[src/rtl/int_ctrl_if.sv]
// int_ctrl_if: CPU-side bus between a processor and int_ctrl.
//   Register access: reg_addr, reg_wdata, reg_we, reg_re -> reg_rdata
//   Interrupt handshake: int_req, int_vec -> int_ack
// Parameter NUM_SRC sizes the vector field (VW = $clog2(NUM_SRC)).
// master = CPU side, slave = controller side.
interface int_ctrl_if #(
  parameter int NUM_SRC = 8
);
  localparam int VW = $clog2(NUM_SRC);

  logic [1:0]    reg_addr;
  logic [15:0]   reg_wdata;
  logic          reg_we;
  logic          reg_re;
  logic [15:0]   reg_rdata;
  logic          int_req;
  logic [VW-1:0] int_vec;
  logic          int_ack;

  modport master (
    output reg_addr, reg_wdata, reg_we, reg_re, int_ack,
    input  reg_rdata, int_req, int_vec
  );

  modport slave (
    input  reg_addr, reg_wdata, reg_we, reg_re, int_ack,
    output reg_rdata, int_req, int_vec
  );
endinterface

[src/rtl/int_ctrl.sv]
// int_ctrl: interrupt controller. Latches source pulses into PENDING, masks
// them with MASK, and presents the lowest-index enabled source to the CPU over
// a req/ack/EOI handshake. Optionally re-arms the int_timer one-shot.
// Ports:
//   clk, rst_n      clock, synchronous active-low reset
//   irq             interrupt source lines (level sampled each cycle)
//   bus             int_ctrl_if.slave: register bus + int_req/int_vec/int_ack
//   tmr_nxt_int     timer reload value
//   tmr_nxt_int_we  one-cycle timer load pulse
// Registers: 0 MASK (rw), 1 PENDING (r, w1c), 2 STATUS (r) / EOI (w),
//            3 RELOAD (rw when reload is built in).
// Build option: define INT_CTRL_TIMER_RELOAD_EN to enable timer re-arming;
// otherwise RELOAD reads 0 and the timer outputs are tied to 0.
//
// state   | meaning
// IDLE    | no request outstanding; pick next enabled pending source
// REQ     | int_req high, int_vec held, waiting for int_ack
// SERVICE | CPU is handling the interrupt, waiting for EOI
module int_ctrl #(
  parameter  int NUM_SRC   = 8,
  parameter  int TIMER_SRC = 0,
  localparam int VW        = $clog2(NUM_SRC)
) (
  input  logic               clk,
  input  logic               rst_n,
  input  logic [NUM_SRC-1:0] irq,
  int_ctrl_if.slave          bus,
  output logic [15:0]        tmr_nxt_int,
  output logic               tmr_nxt_int_we
);

  typedef enum logic [1:0] {IDLE, REQ, SERVICE} state_t;

  state_t             state_q;
  logic [NUM_SRC-1:0] mask_q;
  logic [NUM_SRC-1:0] pend_q;
  logic [NUM_SRC-1:0] en_src;
  logic [NUM_SRC-1:0] ack_clr;
  logic [NUM_SRC-1:0] w1c;
  logic [NUM_SRC-1:0] pend_nxt;
  logic [VW-1:0]      vec_q;
  logic [VW-1:0]      pick;
  logic               req_q;
  logic [15:0]        rdata_q;
  logic [15:0]        mask_ext;
  logic [15:0]        pend_ext;
  logic [15:0]        status_rd;
  logic [15:0]        reload_rd;
  logic [15:0]        rd_mux;
  logic               wr_mask;
  logic               wr_pend;
  logic               wr_eoi;
  logic               wr_reload;

  assign wr_mask   = bus.reg_we && (bus.reg_addr == 2'd0);
  assign wr_pend   = bus.reg_we && (bus.reg_addr == 2'd1);
  assign wr_eoi    = bus.reg_we && (bus.reg_addr == 2'd2);
  assign wr_reload = bus.reg_we && (bus.reg_addr == 2'd3);

  assign en_src = pend_q & mask_q;

  // Lowest set index wins: scan from the top so the last hit is the lowest.
  always_comb begin
    pick = '0;
    for (int i = NUM_SRC - 1; i >= 0; i--) begin
      if (en_src[i]) pick = VW'(i);
    end
  end

  // A new irq in the same cycle as a clear (ack or W1C) keeps the bit set.
  always_comb begin
    ack_clr = '0;
    if (state_q == REQ && bus.int_ack) ack_clr[vec_q] = 1'b1;
    w1c      = wr_pend ? bus.reg_wdata[NUM_SRC-1:0] : '0;
    pend_nxt = (pend_q & ~(ack_clr | w1c)) | irq;
  end

  always_comb begin
    mask_ext                = '0;
    mask_ext[NUM_SRC-1:0]   = mask_q;
    pend_ext                = '0;
    pend_ext[NUM_SRC-1:0]   = pend_q;
    status_rd               = '0;
    status_rd[15]           = req_q;
    status_rd[14]           = (state_q == SERVICE);
    status_rd[VW-1:0]       = vec_q;
    unique case (bus.reg_addr)
      2'd0:    rd_mux = mask_ext;
      2'd1:    rd_mux = pend_ext;
      2'd2:    rd_mux = status_rd;
      default: rd_mux = reload_rd;
    endcase
  end

  always_ff @(posedge clk) begin
    if (!rst_n) begin
      state_q <= IDLE;
      mask_q  <= '0;
      pend_q  <= '0;
      vec_q   <= '0;
      req_q   <= 1'b0;
      rdata_q <= '0;
    end else begin
      pend_q <= pend_nxt;
      if (wr_mask) mask_q <= bus.reg_wdata[NUM_SRC-1:0];
      // rd_mux reflects pre-write state, so a same-cycle write is not seen.
      if (bus.reg_re) rdata_q <= rd_mux;
      case (state_q)
        IDLE: begin
          if (|en_src) begin
            vec_q   <= pick;
            req_q   <= 1'b1;
            state_q <= REQ;
          end
        end
        REQ: begin
          // MASK changes here do not withdraw the request.
          if (bus.int_ack) begin
            req_q   <= 1'b0;
            state_q <= SERVICE;
          end
        end
        SERVICE: begin
          if (wr_eoi) state_q <= IDLE;
        end
        default: state_q <= IDLE;
      endcase
    end
  end

  assign bus.reg_rdata = rdata_q;
  assign bus.int_req   = req_q;
  assign bus.int_vec   = vec_q;

`ifdef INT_CTRL_TIMER_RELOAD_EN
  logic [15:0] reload_q;
  logic [15:0] tmr_nxt_q;
  logic        tmr_we_q;

  // A RELOAD write takes precedence over a same-cycle timer pulse, and
  // writing 0 both stops reloading and suppresses the pulse.
  always_ff @(posedge clk) begin
    if (!rst_n) begin
      reload_q  <= '0;
      tmr_nxt_q <= '0;
      tmr_we_q  <= 1'b0;
    end else begin
      tmr_we_q <= 1'b0;
      if (wr_reload) begin
        reload_q <= bus.reg_wdata;
        if (bus.reg_wdata != 16'd0) begin
          tmr_we_q  <= 1'b1;
          tmr_nxt_q <= bus.reg_wdata;
        end
      end else if (irq[TIMER_SRC] && reload_q != 16'd0) begin
        tmr_we_q  <= 1'b1;
        tmr_nxt_q <= reload_q;
      end
    end
  end

  assign reload_rd      = reload_q;
  assign tmr_nxt_int    = tmr_nxt_q;
  assign tmr_nxt_int_we = tmr_we_q;
`else
  logic unused_reload;

  assign reload_rd      = '0;
  assign tmr_nxt_int    = '0;
  assign tmr_nxt_int_we = 1'b0;
  assign unused_reload  = ^{wr_reload, irq[TIMER_SRC], bus.reg_wdata};
`endif

endmodule

[src/flat_wrapper.sv]
// flat-port wrapper written by rule: the top's interface ports become plain ports
module int_ctrl_flat 
#(
  parameter  int NUM_SRC   = 8,
  parameter  int TIMER_SRC = 0,
  localparam int VW        = $clog2(NUM_SRC)
)
  (clk, rst_n, irq, tmr_nxt_int, tmr_nxt_int_we, bus_reg_addr, bus_reg_wdata, bus_reg_we, bus_reg_re, bus_int_ack, bus_reg_rdata, bus_int_req, bus_int_vec);
  int_ctrl_if #(.NUM_SRC(NUM_SRC)) bus_i ();
  input  logic clk;
  input  logic rst_n;
  input  logic [NUM_SRC-1:0] irq;
  output logic [15:0] tmr_nxt_int;
  output logic tmr_nxt_int_we;
  input wire logic [$bits(bus_i.reg_addr)-1:0] bus_reg_addr;
  input wire logic [$bits(bus_i.reg_wdata)-1:0] bus_reg_wdata;
  input wire logic [$bits(bus_i.reg_we)-1:0] bus_reg_we;
  input wire logic [$bits(bus_i.reg_re)-1:0] bus_reg_re;
  input wire logic [$bits(bus_i.int_ack)-1:0] bus_int_ack;
  output wire logic [$bits(bus_i.reg_rdata)-1:0] bus_reg_rdata;
  output wire logic [$bits(bus_i.int_req)-1:0] bus_int_req;
  output wire logic [$bits(bus_i.int_vec)-1:0] bus_int_vec;
  assign bus_i.reg_addr = bus_reg_addr;
  assign bus_i.reg_wdata = bus_reg_wdata;
  assign bus_i.reg_we = bus_reg_we;
  assign bus_i.reg_re = bus_reg_re;
  assign bus_i.int_ack = bus_int_ack;
  assign bus_reg_rdata = bus_i.reg_rdata;
  assign bus_int_req = bus_i.int_req;
  assign bus_int_vec = bus_i.int_vec;
  int_ctrl #(.NUM_SRC(NUM_SRC), .TIMER_SRC(TIMER_SRC)) u_core (.clk(clk), .rst_n(rst_n), .irq(irq), .bus(bus_i), .tmr_nxt_int(tmr_nxt_int), .tmr_nxt_int_we(tmr_nxt_int_we));
endmodule
[config.mk]
export PLATFORM = sky130hd
export DESIGN_NAME = int_ctrl_flat
export DESIGN_NICKNAME = d
export VERILOG_FILES = /design/src/rtl/int_ctrl_if.sv /design/src/rtl/int_ctrl.sv /design/src/flat_wrapper.sv
export SDC_FILE = /design/constraint.sdc
export NUM_CORES = 1
export LEC_CHECK = 0
export CORE_MARGIN = 10
export CORE_UTILIZATION = 46
export DETAILED_ROUTE_END_ITERATION = 8
export GPL_TIMING_DRIVEN = 0
export PLACE_DENSITY = 0.88
export REMOVE_ABC_BUFFERS = 1
export SETUP_SLACK_MARGIN = 0.4
export SLEW_MARGIN = 30
export SYNTH_ARGS = -nofsm -noshare
export SYNTH_HDL_FRONTEND = slang
export SYNTH_SLANG_ARGS = --single-unit
[constraint.sdc]
create_clock -name clk -period 3.5 [get_ports clk]
set_input_delay 0.7 -clock clk [delete_from_list [all_inputs] [get_ports clk]]
set_output_delay 0.7 -clock clk [all_outputs]
set_load 0.02 [all_outputs]
# --- Yosys cells after proc, flatten, opt, wreduce, memory -nomap -nowiden ---
# Index checks and enable logic that the tools add are counted.
totals:
  reg_bits: 38
  latchBits: 0
  ramBits: 0
  rom_bits: 0
  word_cells: 52
  n_memories: 0
classes:
  n_addsub: 0
  mul: 0
  div: 0
  magnitude_cmp: 2
  eq_ne: 7
  shifts: 0
  n_mux: 20
  bitwise_logic: 5
  reduce_logical: 12
ops:
  columns: ["op", "n"]
  rows:
  - ["16-bit one-hot mux with 3 select lines", 1]
  - ["3-bit two-way mux", 8]
  - ["8-bit AND", 2]
  - ["8-bit two-way mux", 2]
  - ["8-bit OR", 2]
  - ["8-bit NOT", 1]
  - ["8-bit OR reduction", 1]
  - ["2-bit two-way mux", 3]
  - ["2-bit one-hot mux with 3 select lines", 1]
  - ["3-bit AND reduction", 2]
  - ["1-bit logical AND", 5]
  - ["2-bit by 1-bit equality test with 1-bit output, second input constant", 2]
  - ["2-bit equality test, second input constant", 2]
  - ["2-bit zero test", 2]
  - ["3-bit by 4-bit less-than comparator with 1-bit output, second input constant", 1]
  - ["2-bit inequality test, second input constant", 2]
  - ["1-bit demux with 3-bit select", 1]
  - ["3-bit by 1-bit >= comparator with 1-bit output, second input constant", 1]
  - ["1-bit two-way mux", 3]
  - ["2-bit by 1-bit inequality test with 1-bit output, second input constant", 1]
  - ["1-bit one-hot mux with 2 select lines", 1]
  - ["2-bit AND reduction", 1]
  - ["2-bit nonzero test", 1]

# --- Longest topological paths before layout ---
# Gate-level depths: netlist of run 1.
logic_depth:
  word_depth: 9
  mapped_depth: 6
  mapped_depth_nobuf: 4

# --- Least setup slack after synthesis of run 1 ---
# No wires, ideal clock.
synth_timing:
  path_kind: "input -> register"
  from: "input port bus_reg_addr[1]"
  to: "register u_core.mask_q[7]"
  setup_time_ns: 0.128
  arrival_ns: 1.480
  required_time_ns: 3.372
  path_slack_ns: 1.893
  path_stages: 5
  cell_sequence: "buf_2 -> nor3b_1 -> buf_2 -> mux2i_1 -> nor2_1"
synth_between:
  elab_chain_len: 2
synth_lines:
  columns: ["element", "line_no", "text"]
  rows:
  - ["start: declaration", "flat_wrapper.sv:15", "input wire logic [$bits(bus_i.reg_addr)-1:0] bus_reg_addr;"]
  - ["2-bit zero test", "int_ctrl.sv:55", "assign wr_mask = bus.reg_we && (bus.reg_addr == 2'd0);"]
  - ["1-bit logical AND", "int_ctrl.sv:55", null]
  - ["end signal: assignment", "int_ctrl.sv:105", "if (wr_mask) mask_q <= bus.reg_wdata[NUM_SRC-1:0];"]
  - ["end: declaration", "int_ctrl.sv:35", "logic [NUM_SRC-1:0] mask_q;"]
# No other way between the ends.
# A chain may end at the register's enable or synchronous reset.

# --- Worst setup path in the final report of run 1 ---
layout_timing:
  from: "input port bus_reg_addr[0]"
  to: "register u_core.mask_q[5]"
# Same word-level chain as after synthesis.

==> reports/qor.csv, run 1 <==
stage;metric;value;unit
route;Metal-1 WL;1710;um
timing;WHS;465;ps
global_routing;initial antenna violation count;0;
timing;final worst path period need;2290;ps
setup_path;Worst Path Max Fanout;12;
route;ANT nets after route;0;
yosys;#FFs+latches synth;32;
route;final WL;3950;um
placement;Setup WS pre-CTS;870;ps
clock_tree;H-Tree Depth;2;
yosys;async set-or-reset flop fraction in the synthesized netlist;0;%
route;WL met2;1760;um
die;Rows;21;
setup_path;critical path, cell by cell;clkdlybuf4s50_1, nor3b_2, buf_4, mux2i_1, nor2_1;
clock_tree;Max clock buf depth;2;
clock_tree;CTS tree;done;
power;Leak;0.836;nW
setup_path;crit start category;input port;
placement;RePlAce Congestion;0.928;
route;routed wl met3;450;um
setup_path;crit path kind;input port to flip-flop;
setup_path;critical path's slowest cell;clkdlybuf4s50_1;
timing;Final Setup Violations;0;
status;status;finished, final reports clean;
timing;Clock Skew;10.9;ps
global_routing;GRT Util Overall;12.0;%
route;DR pass1 iterations;4;
timing;setup tns final;0;ps
yosys;EDFF count, synth;0;
clock_tree;total setup buffers inserted after CTS;0;
flow_run;Max-cap violations;0;
layout;diode count;0;
timing;Final period util;65.3;%
global_routing;first-pass GRT wire length;6230;um
timing;fmax;0.437;GHz
route;number of vias per cell;4.98;
clock_tree;cts hold-fix bufs;0;
setup_path;Largest stage delay, worst path;670;ps
layout;Synth-to-Final Area Change;22.6;%
yosys;number of unique standard cell types used by synthesis;33;
die;Core ar.;3420;sq um
timing;max-slew violations;0;
layout;Nets;265;
setup_path;Worst EP arrival;2480;ps
power;PD cells;400;nW/um^2
yosys;Synth Flop Type;dfxtp_1;
global_routing;pin count of the biggest net entering global routing;30;
yosys;Mapped Avg Cell Area;8.40;sq um
route;Highest Signal Layer;met4;
layout;layout cell share with drive strength beyond 1;5.11;%
global_routing;GRT overflow;0;
global_routing;vias in the first global route;1341;
timing;final setup margin;1210;ps
placement;Detail Placement HPWL;3080;um
layout;Core Util, Final;60.0;%
timing;slew margin rel.;40.0;%
clock_tree;CTS Sinks;32;
power;IR drop worst, VDD;0.155;mV
setup_path;Req. time, crit path;3690;ps
timing;Hold Vio Cnt, Final;0;
clock_tree;Root Driver;clkbuf_4;
timing;Tightest Pin Transition;899;ps
clock_tree;Worst-Skew Late Latency;340;ps
worst_hold_path;worst min path class;flip-flop to flip-flop;
power;PnR Total Power;819;uW
clock_tree;Clock Pin Slew Worst Setup and Hold Paths;100;ps
route;Starting DRT DRC Count;106;
yosys;register area share after synthesis;38.3;%
yosys;post-synthesis instance total;199;
die;Initial Util;48.9;%
yosys;yosys warns;0;
placement;IO buf count;36;
die;die span in y;80.3;um
die;Die ar.;6440;sq um
clock_tree;Resize count post-CTS;0;
route;via count;1398;
die;Die W;80.3;um
setup_path;crit end category;flip-flop;
timing;RSZ-0062 raised after global routing;no;
route;routed len/inst;14.0;um
clock_tree;Num CTS Buffers;5;
die;I/O Pins;68;
layout;fillcell total;322;
yosys;Syn Std Cell Area;1670;sq um
route;DRC viols;0;
-- synthesized netlist by cell type (2+ instances only) --
cell type | instances | area (sq um)
a31oi_1 | 6 | 37.5
mux2i_1 | 16 | 160
inv_1 | 6 | 22.5
nor2_1 | 30 | 113
dfxtp_1 | 32 | 641
nand2_1 | 20 | 75.1
a21oi_1 | 17 | 85.1
nor3b_1 | 2 | 15.0
or3_1 | 4 | 25.0
nand4b_1 | 2 | 17.5
o21a_1 | 2 | 15.0
nand2b_1 | 4 | 25.0
o211ai_1 | 3 | 22.5
buf_2 | 4 | 20.0
buf_4 | 24 | 180
a211oi_1 | 6 | 45.0
clkbuf_1 | 2 | 7.51
a32o_1 | 2 | 20.0
nor2b_1 | 2 | 12.5
nand3_1 | 2 | 10.0
-- logic make-up (layout without fill, tap and decap cells) --
| kind of cell | Yosys count | in the layout | share of synthesized area (%) |
|---|---|---|---|
| compound gates | 41 | 41 | 16.8 |
| mux | 16 | 16 | 9.58 |
| buf+inv | 37 | 51 | 14.0 |
| simple gates | 72 | 72 | 21.1 |
| other cells | 1 | 23 | 0.224 |
| flops | 32 | 32 | 38.3 |
-- area by class of cell --
type / instances / area (sq um) / area share, %
multi-input combinational: 152 / 885 / 43.2
sequential: 32 / 641 / 31.3
timing repair buffer: 37 / 368 / 17.9
tap: 46 / 57.6 / 2.81
clock buffer: 6 / 41.3 / 2.01
clock inverter: 2 / 35.0 / 1.71
inverter: 6 / 22.5 / 1.10
-- flip-flops by register name (all words and copies together) (netlist names) --
name,flops
u_core.bus.int_req,1
u_core.bus.int_vec,3
u_core.bus.reg_rdata,10
u_core.mask_q,8
u_core.pend_q,8
u_core.state_q,2
-- worst max-delay path: cells and delay by family --
kind                   cells  cell delay (ps)
buffers and inverters      2              930
AND/OR/NAND/NOR            2              660
multiplexers               1              190
-- layout by cell type (no fill, tap or decap) --
cell type         n
clkdlybuf4s50_1  36
dfxtp_1          32
nor2_1           30
conb_1           23
nand2_1          20
a21oi_1          17
mux2i_1          16
inv_1             6
a31oi_1           6
a211oi_1          6
clkbuf_4          5
nand2b_1          4
or3_1             4
o211ai_1          3
nand4b_1          2
nor2b_1           2
o21a_1            2
nand3_1           2
a32o_1            2
and3b_1           1
nand3b_4          1
or4_1             1
a22oi_4           1
nand3_2           1
a22oi_1           1
a22o_1            1
o31a_1            1
and2_1            1
nand3b_1          1
nor3b_2           1
nor3b_1           1
o32ai_1           1
clkinv_2          1
clkbuf_1          1
bufinv_16         1
buf_4             1
-- stage by stage --
| stage | instance area, sq um | cells |
|---|---|---|
| 2_1_floorplan | 1540 | 190 |
| 3_3_place_gp | 1960 | 272 |
| 3_5_place_dp | 1970 | 273 |
| 4_1_cts | 2050 | 281 |
| 5_1_grt | 2050 | 281 |
| 6_report | 2050 | 281 |
-- routing by layer --
layer / up-vias / GRT usage (%)
met4: 0 / 3.70
met3: 4 / 5.46
li1: 716 / -
met5: - / 0
met1: 615 / 14.3
met2: 63 / 18.7
-- path summary, 6_finish.rpt --
path	startpoint	endpoint	slack, ps	cells past startpoint
worst max-delay path	bus_reg_addr[0]	u_core.mask_q[5]	1210	5
worst min-delay path	u_core.bus.reg_rdata[14]	u_core.bus.reg_rdata[14]	460	2
worst max register to register	u_core.bus.int_vec[0]	u_core.pend_q[1]	2010	4
worst min register to register	u_core.bus.reg_rdata[14]	u_core.bus.reg_rdata[14]	460	2
-- where the power goes --
group / switching (mW) / leakage (nW) / internal [mW] / total (mW)
Clock: 0.128 / 0.0422 / 0.150 / 0.278
Sequential: 0.0201 / 0.262 / 0.382 / 0.402
Combinational: 0.0777 / 0.531 / 0.0615 / 0.139
Total: 0.226 / 0.836 / 0.593 / 0.819
Note: power is estimated with default switching activity, not from simulation.
==> run 2, diff against run 1 <==
CORE_UTILIZATION = 43   (was 46)
PLACE_DENSITY = 0.83   (was 0.88)
clock period = 2.2 ns   (was 3.5 ns; I/O delays follow)
==> run 2 against run 1 <==
  * Sequential cell count is the same
  * Highest routed layer unchanged
  * Global-route usage decreased by 0.42 points
  * Cell count up 0.71%
  * Combinational power up 60%
  * Power increased by 64%
  * Die area up 5.2%
  * Register-to-register slack got worse by 1300 ps
  * Setup slack got worse by 730 ps
  * Critical path depth stayed put
  * Design area increased by 1.6%
  * First-iteration DRC count increased by 13%
==> reports/qor.csv, run 2 (synthesized netlist as in run 1, its figures left out) <==
stage;metric;value;unit;change
setup_path;Worst EP arrival;1850;ps;-630 ps
global_routing;GRT Util Overall;11.6;%;-0.42 points
global_routing;first-pass GRT wire length;6200;um;-0.55%
power;PD cells;645;nW/um^2;+61%
die;die span in y;82.4;um;+2.6%
power;Net Sw Power;360;uW;+59%
die;Die ar.;6780;sq um;+5.2%
clock_tree;CTS tree;done;;
timing;max-slew violations;0;;unchanged
setup_path;R2R Setup Slk;710;ps;-1300 ps
setup_path;crit end category;flip-flop;;
timing;RSZ-0062 raised after global routing;no;;
placement;RePlAce Congestion;0.927;;-0.11%
setup_path;worst setup path start;bus_int_ack;;
clock_tree;Max clock buf depth;2;;unchanged
global_routing;vias in the first global route;1334;;-0.52%
placement;IO buf count;36;;unchanged
die;Die W;82.4;um;+2.6%
flow_run;Max-cap violations;0;;unchanged
timing;Final period util;78.0;%;
timing;slew margin rel.;39.6;%;-0.36 points
setup_path;critical path, cell by cell;clkdlybuf4s50_1, nand4b_1, or3_1, a31oi_1, nor2_1;;
route;DR pass1 iterations;4;;unchanged
setup_path;Reg2Reg Launch Point;u_core.bus.int_vec[0];;
route;final WL;4090;um;+3.7%
timing;Hold Vio Cnt, Final;0;;unchanged
clock_tree;cts hold-fix bufs;0;;unchanged
setup_path;Reg2Reg Depth;4;;unchanged
setup_path;Critical Path Stages;5;;unchanged
die;I/O Pins;68;;unchanged
route;via count;1432;;+2.4%
layout;layout cell share with drive strength beyond 1;5.96;%;+0.85 points
route;number of vias per cell;5.06;;+1.7%
die;Initial Util;45.0;%;-4.0 points
global_routing;initial antenna violation count;0;;unchanged
timing;final setup margin;484;ps;-729 ps
setup_path;Req. time, crit path;2340;ps;-1350 ps
layout;register area;641;sq um;unchanged
timing;Clock Skew;4.35;ps;-6.53 ps
setup_path;crit start category;input port;;
clock_tree;Root Driver;clkbuf_8;;
global_routing;GRT overflow;0;;unchanged
power;sw frac;26.8;%;-0.79 points
clock_tree;CTS Sinks;32;;unchanged
global_routing;pin count of the biggest net entering global routing;30;;unchanged
worst_hold_path;worst min path class;flip-flop to flip-flop;;
layout;Synth-to-Final Area Change;24.6;%;
setup_path;R2R Path End;u_core.pend_q[1];;
setup_path;Largest stage delay, worst path;550;ps;-120 ps
layout;commonest cells after routing, fill and taps aside;32 x clkdlybuf4s50_1, 32 x dfxtp_1, 30 x nor2_1, 23 x conb_1, 20 x nand2_1;;
power;sequential power share;47.7;%;-1.4 points
power;IR drop worst, VDD;0.339;mV;+120%
timing;Tightest Pin Transition;905;ps;+5.46 ps
placement;Detail Placement HPWL;3150;um;+2.2%
die;Core ar.;3720;sq um;+8.8%
clock_tree;Num CTS Buffers;5;;unchanged
route;DRC viols;0;;unchanged
route;Starting DRT DRC Count;120;;+13%
layout;area of the multi-input gates;892;sq um;+0.85%
layout;fillcell total;379;;+18%
timing;fmax;0.583;GHz;
setup_path;Worst Path Max Fanout;4;;-8
clock_tree;Worst-Skew Late Latency;280;ps;-60 ps
timing;Final Setup Violations;0;;unchanged
power;Leak;0.867;nW;+3.7%
timing;setup tns final;0;ps;unchanged
power;combinational share of power;16.5;%;-0.5 points
setup_path;Buf+Inv Stages, Crit Path;1;;-1
setup_path;critical path's slowest cell;clkdlybuf4s50_1;;
power;Internal Power;984;uW;+66%
setup_path;crit path kind;input port to flip-flop;;
layout;max reg flops;10;;unchanged
clock_tree;H-Tree Depth;2;;unchanged
layout;Nets;266;;+0.38%
setup_path;Worst path top cell family by delay;simple AND/OR/NAND/NOR gates;;
timing;final worst path period need;1720;ps;
route;ANT nets after route;0;;unchanged
setup_path;Setup crit end;u_core.pend_q[1];;
die;Rows;22;;+4.8%
worst_hold_path;worst hold path stage count;2;;unchanged
clock_tree;Clock Pin Slew Worst Setup and Hold Paths;60;ps;-40 ps
power;clock share of power;35.7;%;+1.8 points
status;status;finished, final reports clean;;
layout;diode count;0;;unchanged
route;routed len/inst;14.5;um;+3.0%
placement;Setup WS pre-CTS;-156;ps;-1030 ps
==> run 2: how the worst min path moves through the flow <==
stage                             startpoint                        to  slack, ps
floorplan                   u_core.mask_q[6]          u_core.mask_q[6]        480
global placement    u_core.bus.reg_rdata[14]  u_core.bus.reg_rdata[14]        450
detailed placement  u_core.bus.reg_rdata[14]  u_core.bus.reg_rdata[14]        460
CTS                 u_core.bus.reg_rdata[14]  u_core.bus.reg_rdata[14]        470
global route        u_core.bus.reg_rdata[14]  u_core.bus.reg_rdata[14]        490
finish              u_core.bus.reg_rdata[14]  u_core.bus.reg_rdata[14]        470
==> run 2: final cells by class <==
| cell class | instances | share of cell area, % |
|---|---|---|
| Clock buffer | 7 | 4.63 |
| Tap cell | 48 | 2.88 |
| Timing Repair Buffer | 38 | 17.8 |
| Inverter | 6 | 1.08 |
| Sequential cell | 32 | 30.8 |
| Multi-Input combinational cell | 152 | 42.8 |
==> run 2: worst min-delay path, cell delays in order (launching register included) <==
cell and delay (ps):
dfxtp_1 310, nand2_1 60, a21oi_1 50
==> run 2: repair_timing <==
action,in CTS,in global routing
resized for setup,5,1
gates cloned,0,0
pin swaps,0,1
setup buffers,0,1
endpoints found under the setup margin,19,11
hold endpoints to repair,0,0
==> run 2: power by group through the flow <==
stage	combinational, mW	sequential (mW)	clock [mW]
after global routing	0.241	0.645	0.513
after global placement	0.214	0.652	0
after CTS	0.219	0.640	0.495
after detailed placement	0.219	0.653	0
final	0.222	0.641	0.480
after floorplan	0.116	0.657	0
==> run 2: layer usage <==
metal / up-vias / routed length [um] / track usage (%)
met5: - / 0 / 0
met4: 0 / 43 / 3.06
met3: 4 / 377 / 5.08
met2: 50 / 1830 / 18.2
met1: 662 / 1850 / 14.1
li1: 716 / - / -
==> run 2: metrics by stage <==
step	cells	area [sq um]	hold slack, ps	power [mW]	util (%)
6_report	283	2080	470	1.34	56.0
5_1_grt	283	2080	488	1.40	56.0
4_1_cts	282	2070	472	1.35	55.8
3_5_place_dp	275	1980	463	0.872	53.2
3_3_place_gp	274	1960	452	0.866	52.8
2_1_floorplan	190	1540	482	0.774	-
==> run 3, diff against run 2 <==
CORE_UTILIZATION = 39   (was 43)
PLACE_DENSITY = 0.8   (was 0.83)
clock period = 1.5 ns   (was 2.2 ns; I/O delays follow)
==> run 3 against run 2 <==
  * Sequential power up 47%
  * Largest cell class unchanged
  * Critical path type is now flip-flop to flip-flop
  * Non-clock buffer count up 19
  * Combinational power up 74%
  * Cell count up 8.1%
  * Register-to-register slack worse by 550 ps
  * Design area up 10%
  * Global-route usage up 1.1 points
==> reports/qor.csv, run 3 (synthesized netlist as in run 1, its figures left out) <==
stage;metric;value;unit;change
global_routing;initial antenna violation count;0;;unchanged
global_routing;pin count of the biggest net entering global routing;13;;-57%
die;Initial Util;40.9;%;-4.1 points
route;number of vias per cell;5.17;;+2.2%
clock_tree;Worst-Skew Late Latency;280;ps;about the same
route;DRC viols;0;;unchanged
power;Leak;0.990;nW;+14%
die;Rows;23;;+4.5%
die;I/O Pins;68;;unchanged
setup_path;Worst Path Max Fanout;3;;-1
timing;Clock Skew;5.97;ps;+1.62 ps
die;Die ar.;7310;sq um;+7.7%
status;status;finished, final reports clean;;
layout;Synth-to-Final Area Change;37.4;%;
die;Core ar.;4090;sq um;+10%
layout;max reg flops;10;;unchanged
route;Starting DRT DRC Count;120;;unchanged
worst_hold_path;worst hold path stage count;4;;+2
clock_tree;H-Tree Depth;2;;unchanged
global_routing;GRT Util Overall;12.6;%;+1.1 points
setup_path;Req. time, crit path;1680;ps;-660 ps
timing;final worst path period need;1340;ps;
setup_path;Largest stage delay, worst path;380;ps;-170 ps
global_routing;first-pass GRT wire length;7510;um;+21%
die;die span in y;85.5;um;+3.8%
timing;Final Setup Violations;0;;unchanged
die;Die W;85.5;um;+3.8%
clock_tree;Num CTS Buffers;5;;unchanged
route;routed len/inst;15.9;um;+10%
clock_tree;Root Driver;clkbuf_8;;
setup_path;critical path's slowest cell;o31a_1;;
route;final WL;4870;um;+19%
layout;most common cell after layout, fill and taps aside;nor2_1;;
route;DR pass1 iterations;4;;unchanged
timing;max-slew violations;0;;unchanged
clock_tree;CTS Sinks;32;;unchanged
power;IR drop worst, VDD;0.307;mV;-9.5%
timing;fmax;0.747;GHz;
setup_path;critical path, cell by cell;a22oi_4, nand3_2, o31a_1, o21a_1;;
layout;Nets;286;;+7.5%
clock_tree;CTS tree;done;;
placement;Detail Placement HPWL;3170;um;+0.46%
setup_path;Reg2Reg Depth;4;;unchanged
layout;cell area after layout;2300;sq um;+10%
route;ANT nets after route;0;;unchanged
placement;RePlAce Congestion;0.856;;-7.6%
global_routing;vias in the first global route;1575;;+18%
placement;dpl cell area;1980;sq um;+0.13%
setup_path;crit path kind;flip-flop to flip-flop;;
power;PD cells;873;nW/um^2;+35%
power;PnR Total Power;2.01;mW;+49%
setup_path;Worst EP arrival;1520;ps;-330 ps
clock_tree;Clock Pin Slew Worst Setup and Hold Paths;70;ps;about the same
timing;Final period util;89.2;%;
flow_run;Max-cap violations;0;;unchanged
worst_hold_path;worst min path class;input port to flip-flop;;
placement;IO buf count;36;;unchanged
global_routing;GRT overflow;0;;unchanged
layout;diode count;0;;unchanged
timing;Hold Vio Cnt, Final;0;;unchanged
timing;RSZ-0062 raised after global routing;yes;;
layout;layout cell share with drive strength beyond 1;28.5;%;+23 points
route;via count;1582;;+10%
setup_path;crit start category;flip-flop;;
layout;commonest cells after routing, fill and taps aside;29 x nor2_1, 26 x buf_4, 23 x conb_1, 20 x nand2_1, 20 x dfxtp_1;;
setup_path;crit end category;flip-flop;;
clock_tree;Max clock buf depth;2;;unchanged
==> run 3: cell types whose count changed in the layout (fill, tap and decap cells not counted), sizes merged <==
cell           delta
buf              +35
inv               -1
clkdlybuf4s15     +1
clkdlybuf4s50    -16
clkbuf            +1
dlygate4sd2       -1
clkinvlp          +2
==> run 3: routing by layer <==
layer / track usage (%) / routed length [um] / vias to the layer above / part of all wire (%)
met1: 13.2 / 1850 / 719 / 38
met2: 20.4 / 2290 / 90 / 47
met5: 0 / 0 / - / 0
li1: - / - / 755 / -
met4: 7.04 / 160 / 0 / 3.3
met3: 6.02 / 569 / 18 / 12
==> run 3: layout make-up <==
type                            count  area [sq um]
Tap cell                           50          62.6
Inverter                            6          26.3
Timing Repair Buffer               57           490
Clock buffer                        8          90.1
Multi-Input combinational cell    152           948
Fill cell                         379          1790
Timing Repair inverter              1          7.51
Sequential cell                    32           671
==> run 3: final timing paths <==
path | startpoint | to | slack, ps
min | bus_reg_we | u_core.state_q[1] | 460
max reg2reg | u_core.pend_q[2] | u_core.bus.int_req | 160
min reg2reg | u_core.bus.reg_rdata[14] | u_core.bus.reg_rdata[14] | 460
max | u_core.pend_q[2] | u_core.bus.int_req | 160
==> run 3: where the power goes <==
part	leakage, nW	switching, mW	internal, mW	total [mW]
combinational	0.676	0.212	0.175	0.387
sequential	0.269	0.0518	0.889	0.941
clock	0.0455	0.304	0.374	0.678
total	0.990	0.568	1.44	2.01
==> run 3: timing repair <==
item | 4_1_cts | 5_1_grt
endpoints found under the setup margin | 46 | 36
buffers inserted | 15 | 5
cloned | 1 | 0
pin swaps | 17 | 17
hold buffers | 0 | 0
gates resized for setup | 100 | 23
==> run 3: worst max-delay path, delay by kind of cell (launching register included) <==
kind / cells / cell delay (ps)
flip-flops: 1 / 350
AO/OA/AOI/OAI: 3 / 770
AND/OR/NAND/NOR: 1 / 120
==> run 3: through the flow <==
| step | setup TNS, ps | setup slack [ps] | utilization, % | std cells | hold WS [ps] |
|---|---|---|---|---|---|
| floorplan | -1350 | -169 | - | 190 | 396 |
| global placement | -17570 | -1370 | 48.1 | 276 | 452 |
| detailed placement | -12150 | -702 | 48.4 | 277 | 454 |
| CTS | 0 | 230 | 53.8 | 301 | 460 |
| global route | 0 | 120 | 56.2 | 306 | 483 |
| finish | 0 | 162 | 56.2 | 306 | 456 |
